<file path="config.mk">
export PLATFORM = sky130hd
export DESIGN_NAME = uart_tx_serializer_flat
export DESIGN_NICKNAME = d
export VERILOG_FILES = /design/src/rtl/uart_tx_serializer_pkg.sv /design/src/rtl/uart_tx_serializer_if.sv /design/src/rtl/uart_tx_fifo.sv /design/src/rtl/uart_tx_serializer.sv /design/src/flat_wrapper.sv
export SDC_FILE = /design/constraint.sdc
export NUM_CORES = 1
export LEC_CHECK = 0
export ABC_AREA = 1
export BUFFER_PORTS_ARGS = -buffer_cell sky130_fd_sc_hd__buf_2
export CAP_MARGIN = 10
export CORE_AREA = 8 8 103 174
export CTS_CLUSTER_SIZE = 28
export DETAILED_ROUTE_END_ITERATION = 12
export DIE_AREA = 0 0 111 182
export PLACE_DENSITY = 0.46
export SLEW_MARGIN = 0
export SYNTH_ARGS = -nofsm -noshare
export SYNTH_HDL_FRONTEND = slang
export SYNTH_SLANG_ARGS = --single-unit
</file>
<file path="constraint.sdc">
create_clock -name clk -period 2.84 [get_ports clk]
set_input_delay 0.284 -clock clk [delete_from_list [all_inputs] [get_ports clk]]
set_output_delay 0.284 -clock clk [all_outputs]
set_load 0.03 [all_outputs]
</file>
<file path="src/rtl/uart_tx_serializer_pkg.sv">
// Shared types and constants for the UART transmit serializer.
// Latency: n/a. This package holds only types, constants and elaboration-time helpers.
// Backpressure: n/a.
package uart_tx_serializer_pkg;

    typedef logic [7:0] byte_t;

    // Transmit FSM states, 2-bit encoded
    typedef enum logic [1:0] {
        ST_IDLE  = 2'd0,
        ST_START = 2'd1,
        ST_DATA  = 2'd2,
        ST_STOP  = 2'd3
    } tx_state_t;

    localparam int UART_DATA_BITS = 8;
    localparam int UART_STOP_BITS = 1;

    // Clock cycles per serial bit; clk_mhz==0 selects one clock per bit for fast simulation
    function automatic int calc_clks_per_bit(input int clk_mhz, input int baud);
        longint hz;
        if (clk_mhz == 0) begin
            return 1;
        end
        hz = longint'(clk_mhz) * 64'sd1000000;
        return int'(hz / longint'(baud));
    endfunction

endpackage

</file>
<file path="src/rtl/uart_tx_serializer_if.sv">
// SoC-facing request/status bundle of the UART transmitter.
// Latency: n/a. This file declares wires only.
// Backpressure: the master may push only while tx_ready is high. A push seen while the block is full is dropped and reported on tx_ovf.
interface uart_tx_serializer_if;
    import uart_tx_serializer_pkg::*;

    logic  tx_send;
    byte_t tx_data;
    logic  tx_ready;
    logic  tx_busy;
    logic  tx_ovf;

    modport master (
        output tx_send,
        output tx_data,
        input  tx_ready,
        input  tx_busy,
        input  tx_ovf
    );

    modport slave (
        input  tx_send,
        input  tx_data,
        output tx_ready,
        output tx_busy,
        output tx_ovf
    );

endinterface

</file>
<file path="src/rtl/uart_tx_fifo.sv">
// Synchronous FIFO with power-of-two depth. Pointers are one bit wider than the address.
// Latency: a pushed word becomes visible on dout the cycle after the push edge. dout is valid while !empty.
// Backpressure: a push while full is ignored and a pop while empty is ignored. Simultaneous push and pop keeps the count unchanged.
module uart_tx_fifo #(
    parameter int WIDTH = 8,
    parameter int DEPTH = 8
) (
    input  logic             clk,
    input  logic             resetn,
    input  logic             push,
    input  logic             pop,
    input  logic [WIDTH-1:0] din,
    output logic [WIDTH-1:0] dout,
    output logic             full,
    output logic             empty
);
    localparam int AW = $clog2(DEPTH);

    logic [AW:0]      r_wr_ptr;
    logic [AW:0]      r_rd_ptr;
    logic [WIDTH-1:0] r_mem [DEPTH];
    logic             w_do_push;
    logic             w_do_pop;

    assign w_do_push = push && !full;
    assign w_do_pop  = pop && !empty;

    // Read and write pointers wrap naturally through the extra MSB
    always_ff @(posedge clk or negedge resetn) begin
        if (!resetn) begin
            r_wr_ptr <= '0;
            r_rd_ptr <= '0;
        end else begin
            if (w_do_push) begin
                r_wr_ptr <= r_wr_ptr + (AW+1)'(1);
            end
            if (w_do_pop) begin
                r_rd_ptr <= r_rd_ptr + (AW+1)'(1);
            end
        end
    end

    // Storage array. It is not reset because the occupancy is tracked entirely by the pointers.
    always_ff @(posedge clk) begin
        if (w_do_push) begin
            r_mem[r_wr_ptr[AW-1:0]] <= din;
        end
    end

    assign dout  = r_mem[r_rd_ptr[AW-1:0]];
    assign full  = (r_wr_ptr[AW] != r_rd_ptr[AW]) && (r_wr_ptr[AW-1:0] == r_rd_ptr[AW-1:0]);
    assign empty = (r_wr_ptr == r_rd_ptr);

endmodule

</file>
<file path="src/rtl/uart_tx_serializer.sv">
// Byte FIFO feeding an 8N1 serializer that drives the uart_tx pad from a register.
// Latency: a byte pushed at edge N into an idle, empty block puts its start bit on the line at edge N+1. A frame lasts 10*CLKS_PER_BIT cycles.
// Backpressure: tx_ready=!full, with no look-ahead at a same-cycle pop. A send while full is dropped and sets sticky tx_ovf.
module uart_tx_serializer
    import uart_tx_serializer_pkg::*;
#(
    parameter int CLK_MHZ    = 12,
    parameter int BAUD       = 115200,
    parameter int FIFO_DEPTH = 8
) (
    input  logic                 clk,
    input  logic                 resetn,
    uart_tx_serializer_if.slave  bus,
    output logic                 uart_tx
);
    localparam int CLKS_PER_BIT = calc_clks_per_bit(CLK_MHZ, BAUD);
    localparam int BW           = $clog2(CLKS_PER_BIT + 1);
    localparam logic [BW-1:0] BAUD_RELOAD = BW'(CLKS_PER_BIT - 1);
    localparam logic [2:0] LAST_DATA_BIT = 3'(UART_DATA_BITS - 1);
    localparam logic [2:0] LAST_STOP_BIT = 3'(UART_STOP_BITS - 1);

    tx_state_t     r_state;
    tx_state_t     w_state_nxt;
    byte_t         r_sh;
    byte_t         w_sh_nxt;
    logic [2:0]    r_bit_cnt;
    logic [2:0]    w_bit_cnt_nxt;
    logic [BW-1:0] r_baud_cnt;
    logic [BW-1:0] w_baud_cnt_nxt;
    logic          r_tx;
    logic          w_tx_nxt;
    logic          r_busy;
    logic          r_ovf;

    logic          w_push;
    logic          w_pop;
    logic          w_full;
    logic          w_empty;
    logic          w_ready;
    logic          w_bit_end;
    byte_t         w_dout;

    assign w_ready   = !w_full;
    assign w_push    = bus.tx_send && w_ready;
    assign w_bit_end = (r_baud_cnt == '0);

    uart_tx_fifo #(
        .WIDTH (8),
        .DEPTH (FIFO_DEPTH)
    ) u_fifo (
        .clk    (clk),
        .resetn (resetn),
        .push   (w_push),
        .pop    (w_pop),
        .din    (bus.tx_data),
        .dout   (w_dout),
        .full   (w_full),
        .empty  (w_empty)
    );

    // FSM, shift register, baud counter and the registered line driver
    always_ff @(posedge clk or negedge resetn) begin
        if (!resetn) begin
            r_state    <= ST_IDLE;
            r_sh       <= '0;
            r_bit_cnt  <= '0;
            r_baud_cnt <= '0;
            r_tx       <= 1'b1;
        end else begin
            r_state    <= w_state_nxt;
            r_sh       <= w_sh_nxt;
            r_bit_cnt  <= w_bit_cnt_nxt;
            r_baud_cnt <= w_baud_cnt_nxt;
            r_tx       <= w_tx_nxt;
        end
    end

    // Next-state logic. The line value is computed for the state being entered so uart_tx never glitches.
    always_comb begin
        w_state_nxt    = r_state;
        w_sh_nxt       = r_sh;
        w_bit_cnt_nxt  = r_bit_cnt;
        w_baud_cnt_nxt = r_baud_cnt;
        w_tx_nxt       = r_tx;
        w_pop          = 1'b0;

        case (r_state)
            ST_IDLE: begin
                w_tx_nxt = 1'b1;
                if (!w_empty) begin
                    w_pop          = 1'b1;
                    w_sh_nxt       = w_dout;
                    w_bit_cnt_nxt  = '0;
                    w_baud_cnt_nxt = BAUD_RELOAD;
                    w_state_nxt    = ST_START;
                    w_tx_nxt       = 1'b0;
                end
            end
            ST_START: begin
                if (w_bit_end) begin
                    w_baud_cnt_nxt = BAUD_RELOAD;
                    w_state_nxt    = ST_DATA;
                    w_tx_nxt       = r_sh[0];
                end else begin
                    w_baud_cnt_nxt = r_baud_cnt - BW'(1);
                end
            end
            ST_DATA: begin
                if (w_bit_end) begin
                    w_baud_cnt_nxt = BAUD_RELOAD;
                    w_sh_nxt       = r_sh >> 1;
                    if (r_bit_cnt == LAST_DATA_BIT) begin
                        w_bit_cnt_nxt = '0;
                        w_state_nxt   = ST_STOP;
                        w_tx_nxt      = 1'b1;
                    end else begin
                        w_bit_cnt_nxt = r_bit_cnt + 3'd1;
                        w_tx_nxt      = r_sh[1];
                    end
                end else begin
                    w_baud_cnt_nxt = r_baud_cnt - BW'(1);
                end
            end
            ST_STOP: begin
                if (w_bit_end) begin
                    if (r_bit_cnt != LAST_STOP_BIT) begin
                        w_bit_cnt_nxt  = r_bit_cnt + 3'd1;
                        w_baud_cnt_nxt = BAUD_RELOAD;
                        w_tx_nxt       = 1'b1;
                    end else if (!w_empty) begin
                        // Back-to-back frames: the next start bit follows the stop bit with no idle gap
                        w_pop          = 1'b1;
                        w_sh_nxt       = w_dout;
                        w_bit_cnt_nxt  = '0;
                        w_baud_cnt_nxt = BAUD_RELOAD;
                        w_state_nxt    = ST_START;
                        w_tx_nxt       = 1'b0;
                    end else begin
                        w_state_nxt = ST_IDLE;
                        w_tx_nxt    = 1'b1;
                    end
                end else begin
                    w_baud_cnt_nxt = r_baud_cnt - BW'(1);
                end
            end
            default: begin
                w_state_nxt = ST_IDLE;
                w_tx_nxt    = 1'b1;
            end
        endcase
    end

    // Status flags: busy is registered from the current occupancy and state, and overflow is sticky until reset
    always_ff @(posedge clk or negedge resetn) begin
        if (!resetn) begin
            r_busy <= 1'b0;
            r_ovf  <= 1'b0;
        end else begin
            r_busy <= !w_empty || (r_state != ST_IDLE);
            if (bus.tx_send && !w_ready) begin
                r_ovf <= 1'b1;
            end
        end
    end

    assign bus.tx_ready = w_ready;
    assign bus.tx_busy  = r_busy;
    assign bus.tx_ovf   = r_ovf;
    assign uart_tx      = r_tx;

endmodule

</file>
<file path="src/flat_wrapper.sv">
// flat-port wrapper written by rule: the top's interface ports become plain ports
module uart_tx_serializer_flat import uart_tx_serializer_pkg::*;
#(
    parameter int CLK_MHZ    = 12,
    parameter int BAUD       = 115200,
    parameter int FIFO_DEPTH = 8
)
  (clk, resetn, uart_tx, bus_tx_send, bus_tx_data, bus_tx_ready, bus_tx_busy, bus_tx_ovf);
  uart_tx_serializer_if bus_i ();
  input  logic clk;
  input  logic resetn;
  output logic uart_tx;
  input wire logic [$bits(bus_i.tx_send)-1:0] bus_tx_send;
  input wire logic [$bits(bus_i.tx_data)-1:0] bus_tx_data;
  output wire logic [$bits(bus_i.tx_ready)-1:0] bus_tx_ready;
  output wire logic [$bits(bus_i.tx_busy)-1:0] bus_tx_busy;
  output wire logic [$bits(bus_i.tx_ovf)-1:0] bus_tx_ovf;
  assign bus_i.tx_send = bus_tx_send;
  assign bus_i.tx_data = bus_tx_data;
  assign bus_tx_ready = bus_i.tx_ready;
  assign bus_tx_busy = bus_i.tx_busy;
  assign bus_tx_ovf = bus_i.tx_ovf;
  uart_tx_serializer #(.CLK_MHZ(CLK_MHZ), .BAUD(BAUD), .FIFO_DEPTH(FIFO_DEPTH)) u_core (.clk(clk), .resetn(resetn), .bus(bus_i), .uart_tx(uart_tx));
endmodule
</file>
==> impl_metrics.csv, run 1 <==
group,metric,value,unit
global_route,globalRoute.totalOverflow,0,
synth,seq_area_frac_synth,59.37,%
placed_design,gp_congestion,0.8713,
clocking,cts_sinks,95,
global_route,grtUsageTotal,11.97,%
hold_path,hold_path.class,"in2async",
drt,wl,11870,microns
clocking,postCtsSetupBuffers,0,
synth,synthArstFlopShare,32.63,%
sta,worstMarginPinSlew,0.7863,ns
sta,finalHoldWorstSlack,0.01041,ns
sta,hold_viol,0,
power_and_ir_drop,power_density,665.3,nW/um^2
worst_setup_path,slowest_stage,"dfrtp_1",
synth,ys_types,32,
flow_run,drv_cap,0,
floorplan,die_area,20200,sq um
global_route,antenna_found_initial,0,
synth,synth_edf_count,64,
synth,yosys.area_share.simple,27.06,%
floorplan,fp.coreArea,15390,sq um
synth,synthMuxAreaShare,0,%
clocking,cts_max_level,3,
clocking,cts_tree,"yes",
finish,num-nets-final,514,
synth,netlist_area,4546,sq um
sta,min_period,2.302,ns
sta,final-setup-viol-count,0,
finish,drive_above_1_share,13.91,%
drt,drc,0,
placed_design,dp_hpwl,9133,microns
clocking,cts_resized,0,
sta,tns,0,ns
drt,ant_nets,0,
outcome,status,"finished, final reports clean",
synth,synthAdderAreaFrac,3.303,%
floorplan,die_h,182,microns
floorplan,rows,60,
drt,first_iter_violations,130,
global_route,first_global_vias,3335,
drt,viasPerCell,4.695,
worst_setup_path,start_kind,"flip-flop",
floorplan,ios,15,
worst_setup_path,path_cells,"inv_2, nand2_1, nand2_2, a21oi_2, nand2_1, nand2_2, inv_2, nand2_1, nor2_1",
clocking,path_clk_slew,0.07,ns
global_route,grt_max_degree,34,
worst_setup_path,worstPathMaxFanout,13,
synth,synth.avg_cell_area,9.570,sq um
worst_setup_path,crit_path_frequent_cell,"nand2_1",
clocking,cts_root_buf,"clkbuf_16",
finish,area_growth,12.52,%
drt,vias,3202,
finish,antenna-diode-count,0,
sta,slew_headroom,47.58,%
synth,syn_inst,475,
power_and_ir_drop,ir_drop,0.0003303,V
placed_design,port_buffers,14,
sta,finalWorstSetupSlack,0.5381,ns
sta,skew,0.007842,ns
clocking,clock_latency,0.35,ns
floorplan,dieWidth,111,microns
sta,drv_slew,0,
sta,finalCritPeriodShare,81.05,%
finish,utilization,33.24,%
global_route,grt_pass1_wl,18550,microns
worst_setup_path,max_stage_delay,0.54,ns
worst_setup_path,cp-end-kind,"flip-flop",
power_and_ir_drop,power.leakage,2.143,nW
drt,dr.pass1.iters,4,
sta,rsz0062_at_grt,"no",
clocking,cts_buffers,9,
worst_setup_path,crit_buf_inv,2,
synth,ys_seq_elements,95,
worst_setup_path,crit_type,"reg2reg",
synth,synth_top_family_by_area,"simple AND/OR/NAND/NOR gates",
floorplan,start_util,29.54,%
synth,yosys_warnings,0,
clocking,cts_buffer_depth,2,
worst_setup_path,worstPathArrival,2.28,ns
finish,final_cell_area,5115,sq um
worst_setup_path,cp.required,2.82,ns
synth,synth-main-ff-cell,"edfxtp_1",
sta,clock.fmax,434.4,MHz
worst_setup_path,cp_top_family,"simple AND/OR/NAND/NOR gates",
synth,synth-compound-area-share,4.404,%
placed_design,placed_area,4813,sq um
synth,yosys.area_share.xor_xnor,1.349,%
drt,routedWlPerCell,17.40,microns
placed_design,place_ws,0.5408,ns
synth,syn_nets,498,
clocking,ctsHoldBuffers,0,
layout make-up:
| type | instances | area [sq um] |
|---|---|---|
| multi-input cells | 332 | 1642 |
| flip-flops and latches | 95 | 2699 |
| fillers | 1584 | 10270 |
| inverters | 34 | 132.6 |
| clock buffers | 10 | 239.0 |
| repair buffers | 19 | 107.6 |
| well taps | 186 | 232.7 |
| clock inverters | 6 | 62.56 |
cells in the mapped netlist, types with 3 or more instances:
cell / instances / area share (%)
nand2_1: 159 / 13
edfxtp_1: 64 / 42
nand3_1: 63 / 6.9
nor2_1: 37 / 3.1
dfrtp_1: 30 / 17
inv_1: 25 / 2.1
o21ai_0: 18 / 2.0
ha_1: 12 / 3.3
buf_2: 10 / 1.1
inv_2: 7 / 0.58
nand2_2: 7 / 0.96
xor2_1: 7 / 1.3
o21ai_1: 4 / 0.44
o21ai_2: 4 / 0.77
a21oi_1: 3 / 0.33
clkbuf_1: 3 / 0.25
nand2_4: 3 / 0.74
nor2_4: 3 / 0.74
per-layer routing:
layer	vias up	routed length (microns)	track usage [%]
met5	-	0	0
met2	49	7051	24.26
met4	0	257	4.674
li1	1605	-	-
met1	1532	4312	11.25
met3	16	244	2.211
sequential cells by signal, indices dropped and copies added (netlist names):
signal                  cells
u_core.u_fifo.r_mem        64
u_core.r_sh                 8
u_core.r_baud_cnt           7
u_core.u_fifo.r_rd_ptr      4
u_core.u_fifo.r_wr_ptr      4
u_core.r_bit_cnt            3
u_core.r_state              2
u_core.bus.tx_busy          1
u_core.bus.tx_ovf           1
u_core.uart_tx              1
final timing paths:
| kind | start | endpoint | slack, ns | cells after the start |
|---|---|---|---|---|
| worst max-delay path | u_core.u_fifo.r_rd_ptr[2] | u_core.u_fifo.r_mem[5][1] | 0.54 | 9 |
| worst min-delay path | resetn | u_core.r_state[0] | 0.01 | 1 |
| worst max register to register | u_core.u_fifo.r_rd_ptr[2] | u_core.u_fifo.r_mem[5][1] | 0.54 | 9 |
| worst min register to register | u_core.r_sh[6] | u_core.r_sh[6] | 0.48 | 2 |
| max in group asynchronous | resetn | u_core.r_baud_cnt[1] | 2.32 | 1 |
| min in group clk | bus_tx_send | u_core.bus.tx_ovf | 0.25 | 2 |
kinds of logic after synthesis:
family,count (synthesis)
compound gates,33
xor+xnor,7
fa+ha+maj,12
buf+inv,48
flops,95
simple gates,280
metrics by stage:
stage	cells	power (W)
2_1_floorplan	475	0.002061
6_report	682	0.003403
3_5_place_dp	666	0.002237
5_1_grt	682	0.003549
4_1_cts	682	0.003443
3_3_place_gp	666	0.002234
report_power, final:
| group | total [W] | internal (W) | leakage [nW] | switching, W |
|---|---|---|---|---|
| clock | 0.00121 | 0.000641 | 0.148 | 0.000565 |
| combinational | 0.000473 | 0.000126 | 1.05 | 0.000347 |
| sequential | 0.00172 | 0.00165 | 0.940 | 0.0000758 |
worst register-to-register path: stages (launching register included):
cell,delay [ns]
dfrtp_1,0.54
inv_2,0.21
nand2_1,0.08
nand2_2,0.12
a21oi_2,0.05
nand2_1,0.08
nand2_2,0.09
inv_2,0.09
nand2_1,0.13
nor2_1,0.54
layout by cell type (no fill, tap or decap), types with 3 or more instances in the layout:
cell type / count
buf_4: 5
xor2_1: 7
o21ai_1: 4
buf_2: 14
nand2_1: 159
nor2_1: 37
nand2_2: 7
nand2_4: 3
o21ai_0: 18
inv_2: 7
edfxtp_1: 64
o21ai_2: 4
nor2_4: 3
clkbuf_16: 9
a21oi_1: 3
nand3_1: 63
inv_1: 25
dfrtp_1: 30
ha_1: 12
(Power assumes the default switching activity.)
==> run 2: changes to the inputs <==
Clock period 2.84 ns to 2.31 ns, I/O delays scaled along.
==> run 2 against run 1 <==
Compared with the run above: clock power grew 21%; clock skew grew 0.0024 ns; die area is the same; flip-flop and latch count is the same; sequential power grew 23%; first-iteration DRC count grew 20%; global-route usage grew 0.094 points; largest cell class unchanged; largest power group unchanged; count of clock-buffer cells in the layout shrank 1; total power grew 23%; core utilization grew 0.41 points; critical path type unchanged; hold slack gained 0.18 ns; final area grew 1.2%.
==> impl_metrics.csv, run 2 (synthesis results as in run 1) <==
group,metric,value,unit
sta,tns,0,ns
finish,final_cell_area,5177,sq um
worst_setup_path,cp.required,2.36,ns
global_route,first_global_vias,3375,
drt,viasPerCell,4.665,
placed_design,placed_area,4881,sq um
finish,final_common_cell,"nand2_1",
drt,wl,11840,microns
finish,fillerInstances,1583,
clocking,cts_sinks,95,
global_route,antenna_found_initial,0,
sta,hold_viol,0,
clocking,cts_max_level,3,
power_and_ir_drop,power.leakage,2.188,nW
finish,utilization,33.64,%
global_route,grtUsageTotal,12.07,%
sta,skew,0.01021,ns
worst_setup_path,r2r_setup_slack,0.45,ns
outcome,status,"finished, final reports clean",
worst_setup_path,crit_type,"reg2reg",
drt,vias,3228,
worst_setup_path,rr_worst_depth,10,
placed_design,dp_hpwl,8810,microns
drt,drc,0,
placed_design,place_ws,0.4545,ns
floorplan,dieWidth,111,microns
clocking,cts_buffers,9,
finish,area_growth,13.90,%
worst_setup_path,cp-end-kind,"flip-flop",
worst_setup_path,worstPathMaxFanout,8,
finish,drive_above_1_share,15.22,%
clocking,cts_buffer_depth,2,
placed_design,port_buffers,14,
finish,final_cell_mix,"nand2_1, edfxtp_1, nand3_1, nor2_1, dfrtp_1",
sta,finalWorstSetupSlack,0.4450,ns
floorplan,rows,60,
sta,slew_headroom,48.35,%
worst_setup_path,crit-reg2reg-launch,"u_core.u_fifo.r_wr_ptr[2]",
global_route,grt_max_degree,34,
clocking,cts_root_buf,"clkbuf_16",
worst_setup_path,start_kind,"flip-flop",
sta,worstMarginPinSlew,0.7748,ns
placed_design,gp_congestion,0.9009,
power_and_ir_drop,power_density,808.1,nW/um^2
worst_setup_path,worstPathArrival,1.92,ns
flow_run,drv_cap,0,
sta,final-setup-viol-count,0,
finish,antenna-diode-count,0,
floorplan,fp.coreArea,15390,sq um
sta,clock.fmax,536.2,MHz
drt,routedWlPerCell,17.11,microns
sta,min_period,1.865,ns
hold_path,hold_path.class,"in2reg",
global_route,grt_pass1_wl,18660,microns
clocking,postCtsSetupBuffers,0,
sta,rsz0062_at_grt,"no",
clocking,clock_latency,0.35,ns
sta,finalCritPeriodShare,80.73,%
floorplan,die_area,20200,sq um
floorplan,start_util,29.54,%
worst_setup_path,setup.worst_path.end,"u_core.u_fifo.r_mem[6][3]",
clocking,cts_tree,"yes",
floorplan,ios,15,
sta,drv_slew,0,
finish,largest_reg_flops,64,
clocking,cts_resized,0,
global_route,globalRoute.totalOverflow,0,
drt,dr.pass1.iters,4,
floorplan,die_h,182,microns
drt,ant_nets,0,
worst_setup_path,r2r-end,"u_core.u_fifo.r_mem[6][3]",
finish,num-nets-final,524,
power_and_ir_drop,ir_drop,0.0004001,V
drt,first_iter_violations,156,
worst_setup_path,cp-startpoint,"u_core.u_fifo.r_wr_ptr[2]",
clocking,path_clk_slew,0.07,ns
## run 2: cell count changes in the layout (fill, tap and decap cells not counted), sizes merged
| cell | previous run | this run |
|---|---|---|
| inv | 37 | 38 |
| dlygate4sd3 | 0 | 1 |
| buf | 19 | 28 |
| clkbuf | 10 | 9 |
## run 2: routing by layer
metal  vias up  wire length (microns)  track usage (%)
li1       1618                      -                -
met1      1553                   4359            11.35
met2        45                   7120            24.45
met3        12                    208            2.244
met4         0                    153            4.620
met5         -                      0                0
## run 2: metrics by stage
stage	hold WS, ns	cells	power (W)
after global routing	0.1937	692	0.004376
after global placement	0.3419	675	0.002760
after CTS	0.1893	692	0.004236
after detailed placement	0.3436	675	0.002765
final	0.1944	692	0.004184
after floorplan	-0.06459	475	0.002534
## run 2: report_power, final
group          total [W]  switching (W)  internal [W]
Clock            0.00146       0.000710      0.000755
Combinational   0.000612       0.000430      0.000182
Sequential       0.00211      0.0000850       0.00202
## run 2: repair_timing
action | in CTS | in global routing
hold endpoints to repair | 30 | 0
setup endpoints to repair | 0 | 0
hold buffers | 1 | 0
## run 2: area by class of cell
class	count	area [sq um]	share of cell area, %
Inverter	34	132.6	2.562
Clock buffer	9	225.2	4.350
Tap cell	186	232.7	4.495
Sequential cell	95	2699	52.13
Multi-Input combinational cell	332	1642	31.71
Clock inverter	7	61.31	1.184
Timing Repair Buffer	29	185.2	3.577
## run 2: worst min-delay path by stage
| stage | from | to | slack [ns] | cells after the start |
|---|---|---|---|---|
| 4_1_cts | bus_tx_send | u_core.bus.tx_ovf | 0.19 | 2 |
| 2_1_floorplan | resetn | u_core.bus.tx_busy | -0.06 | 0 |
| 3_5_place_dp | resetn | u_core.bus.tx_busy | 0.34 | 1 |
| 6_report | bus_tx_send | u_core.bus.tx_ovf | 0.19 | 2 |
| 3_3_place_gp | resetn | u_core.r_baud_cnt[4] | 0.34 | 1 |
| 5_1_grt | bus_tx_send | u_core.bus.tx_ovf | 0.19 | 2 |
## run 2: critical path, cell delays in order, from the launching register on
cell     delay (ns)
dfrtp_1        0.43
inv_1          0.14
nand2_1        0.08
nand2_2        0.11
a21oi_2        0.05
nand2_1        0.09
nand2_2        0.09
inv_2          0.09
nand2_2        0.09
nor3_1         0.20
buf_4          0.22
==> run 3: changes to the inputs <==
Settings changed: ABC_AREA 1 to 0, CORE_AREA 8 8 103 174 to 8 8 101 172, DIE_AREA 0 0 111 182 to 0 0 109 180, PLACE_DENSITY 0.46 to 0.47.
Clock period 2.31 ns to 1.6 ns, I/O delays scaled along.
==> run 3 against run 2 <==
Compared with the run above: the run now ends with setup timing left; via count fell by 10%; synthesized cell count fell by 35%; routed wire length fell by 12%; hold slack got worse by 0.12 ns; combinational power rose to 13 times the previous value; clock skew rose by 0.0013 ns; core utilization rose by 7.1 points; setup slack got worse by 0.78 ns; largest power group is now combinational cells.
==> impl_metrics.csv, run 3 <==
group,metric,value,unit
outcome,violations,"setup timing",
floorplan,die_area,19620,sq um
global_route,grt_pass1_wl,16280,microns
placed_design,placed_area,5349,sq um
outcome,status,"finished, violations left",
drt,dr.pass1.iters,7,
power_and_ir_drop,ir_drop,0.0007166,V
synth,synth-compound-area-share,9.710,%
placed_design,place_ws,-0.2856,ns
drt,first_iter_violations,94,
synth,synthMuxAreaShare,10.56,%
synth,synth_edf_count,64,
floorplan,ios,15,
synth,yosys.area_share.xor_xnor,1.794,%
sta,min_period,1.931,ns
sta,slew_headroom,70.05,%
drt,ant_nets,0,
drt,drc,0,
worst_setup_path,crit-reg2reg-launch,"u_core.r_baud_cnt[2]",
hold_path,holdCritStartpoint,"bus_tx_data[4]",
synth,netlist_top_cells_count,"edfxtp_1, dfrtp_1, nor2_1",
power_and_ir_drop,power.leakage,2.347,nW
clocking,clock_latency,0.34,ns
finish,drive_above_1_share,49.15,%
synth,synth-main-ff-cell,"edfxtp_1",
sta,worstMarginPinSlew,0.4493,ns
finish,num-nets-final,431,
sta,clock.fmax,518.0,MHz
hold_path,worstHoldEndpoint,"u_core.u_fifo.r_mem[2][4]",
worst_setup_path,r2r_setup_slack,-0.33,ns
sta,drv_slew,0,
synth,synth_top_family_by_area,"multiplexers",
finish,final_cell_mix,"edfxtp_1, buf_4, dfrtp_1, nor2_1, mux4_2",
finish,area_growth,40.01,%
global_route,grt_max_degree,32,
finish,final_common_cell,"edfxtp_1",
worst_setup_path,crit_type,"reg2reg",
sta,finalCritPeriodShare,120.7,%
global_route,grtUsageTotal,11.11,%
drt,routedWlPerCell,17.41,microns
synth,synth.avg_cell_area,14.31,sq um
synth,synthAdderAreaFrac,3.417,%
clocking,cts_buffers,9,
synth,yosys.area.top_type_share,43.74,%
finish,antenna-diode-count,0,
clocking,path_clk_slew,0.07,ns
worst_setup_path,worstPathMaxFanout,6,
synth,yosysMostFrequentCell,"edfxtp_1",
worst_setup_path,r2r-end,"u_core.r_sh[1]",
finish,fillerInstances,1397,
drt,vias,2904,
drt,viasPerCell,4.848,
sta,final-setup-viol-count,89,
placed_design,port_buffers,14,
worst_setup_path,rr_worst_depth,6,
clocking,cts_root_buf,"clkbuf_16",
synth,yosys.area_share.simple,10.14,%
global_route,first_global_vias,3132,
floorplan,start_util,29.12,%
placed_design,dp_hpwl,7205,microns
synth,seq_area_frac_synth,61.42,%
synth,synth.largest_area_cell,"edfxtp_1",
synth,ys_types,55,
hold_path,hold_path.class,"in2reg",
clocking,cts_tree,"yes",
placed_design,gp_congestion,0.7573,
sta,hold_viol,0,
sta,rsz0062_at_grt,"yes",
drt,wl,10430,microns
global_route,globalRoute.totalOverflow,0,
floorplan,fp.coreArea,15090,sq um
finish,final_cell_area,6152,sq um
synth,netlist_area,4394,sq um
sta,finalWorstSetupSlack,-0.3306,ns
sta,finalHoldWorstSlack,0.06980,ns
synth,syn_nets,330,
worst_setup_path,start_kind,"flip-flop",
synth,ys_seq_elements,95,
flow_run,drv_cap,0,
global_route,antenna_found_initial,0,
floorplan,die_h,180,microns
synth,synthArstFlopShare,32.63,%
sta,skew,0.01146,ns
clocking,cts_max_level,3,
synth,syn_inst,307,
worst_setup_path,cp-end-kind,"flip-flop",
clocking,cts_sinks,95,
floorplan,rows,60,
floorplan,dieWidth,109,microns
worst_setup_path,cp.required,1.83,ns
synth,synthTopCellsByArea,"edfxtp_1, dfrtp_1, mux4_2",
finish,largest_reg_flops,64,
hold_path,whs_path_depth,1,
worst_setup_path,worstPathArrival,2.16,ns
power_and_ir_drop,power_density,2217,nW/um^2
clocking,cts_buffer_depth,2,
synth,yosys_warnings,0,
run 3: changes by cell type in the layout (fill, tap and decap cells not counted), sizes merged, moves of 7 or more:
cell | previous run | this run
nand2 | 169 | 15
nor2 | 41 | 27
mux2i | 0 | 7
nand3 | 65 | 5
o211a | 0 | 7
o21ai | 26 | 6
or2 | 0 | 9
buf | 28 | 101
a31oi | 1 | 13
inv | 38 | 13
mux4 | 0 | 16
run 3: cell families after synthesis:
family,count (synthesis)
AND/OR/NAND/NOR,84
multiplexers,26
buffers and inverters,24
flip-flops,95
AO/OA/AOI/OAI,57
adder cells (fa/ha/maj),12
XOR/XNOR,9
run 3: critical path, cell delays in order (launching register included):
cell	delay, ns
dfrtp_2	0.42
or4_4	0.58
o41ai_4	0.24
buf_6	0.17
clkbuf_16	0.15
a31oi_4	0.06
o211a_1	0.21
run 3: where the power goes:
part | switching, W | internal [W]
Combinational | 0.00363 | 0.00421
Clock | 0.00100 | 0.00109
Sequential | 0.000370 | 0.00333
run 3: layout make-up:
type,count,area (sq um),area share [%]
Timing Repair Buffer,105,985.9,16.03
Clock inverter,7,63.81,1.037
Clock buffer,9,225.2,3.661
Inverter,9,33.78,0.5491
Multi-Input combinational cell,188,1907,30.99
Sequential cell,95,2704,43.95
Tap cell,186,232.7,3.783
run 3: metrics by stage:
step                total power [W]  setup TNS (ns)  util [%]  std cells
floorplan                  0.007731          -32.29         -        307
global placement            0.01006          -13.58     35.45        562
detailed placement          0.01017          -14.34     35.45        562
CTS                         0.01306          -12.22     39.49        592
global route                0.01450          -16.90     40.77        599
finish                      0.01364          -9.990     40.77        599
run 3: how the worst max path moves through the flow:
stage,start,end,slack [ns],cells past startpoint
finish,u_core.r_baud_cnt[2],u_core.r_sh[1],-0.33,6
global route,u_core.r_baud_cnt[2],u_core.r_sh[1],-0.38,6
CTS,u_core.r_baud_cnt[2],u_core.r_sh[6],-0.29,5
floorplan,u_core.u_fifo.r_rd_ptr[0],u_core.u_fifo.r_mem[0][0],-0.54,6
detailed placement,u_core.r_baud_cnt[2],u_core.u_fifo.r_rd_ptr[3],-0.29,7
global placement,u_core.r_state[1],u_core.r_baud_cnt[3],-0.30,7
run 3: what timing repair did:
item                                    in CTS  in global routing
endpoints found under the setup margin      91                 92
buffers inserted                            12                  8
resized for setup                           52                 22
pin swaps                                   21                 22
gates cloned                                 1                  2
endpoints found under the hold margin       30                  0
hold buffers                                 1                  0
run 3: layer usage:
metal / GRT usage (%) / share of wire [%]
met4: 6.942 / 3.9
met3: 1.612 / 1.7
met1: 10.59 / 36
met2: 20.97 / 58
met5: 0 / 0
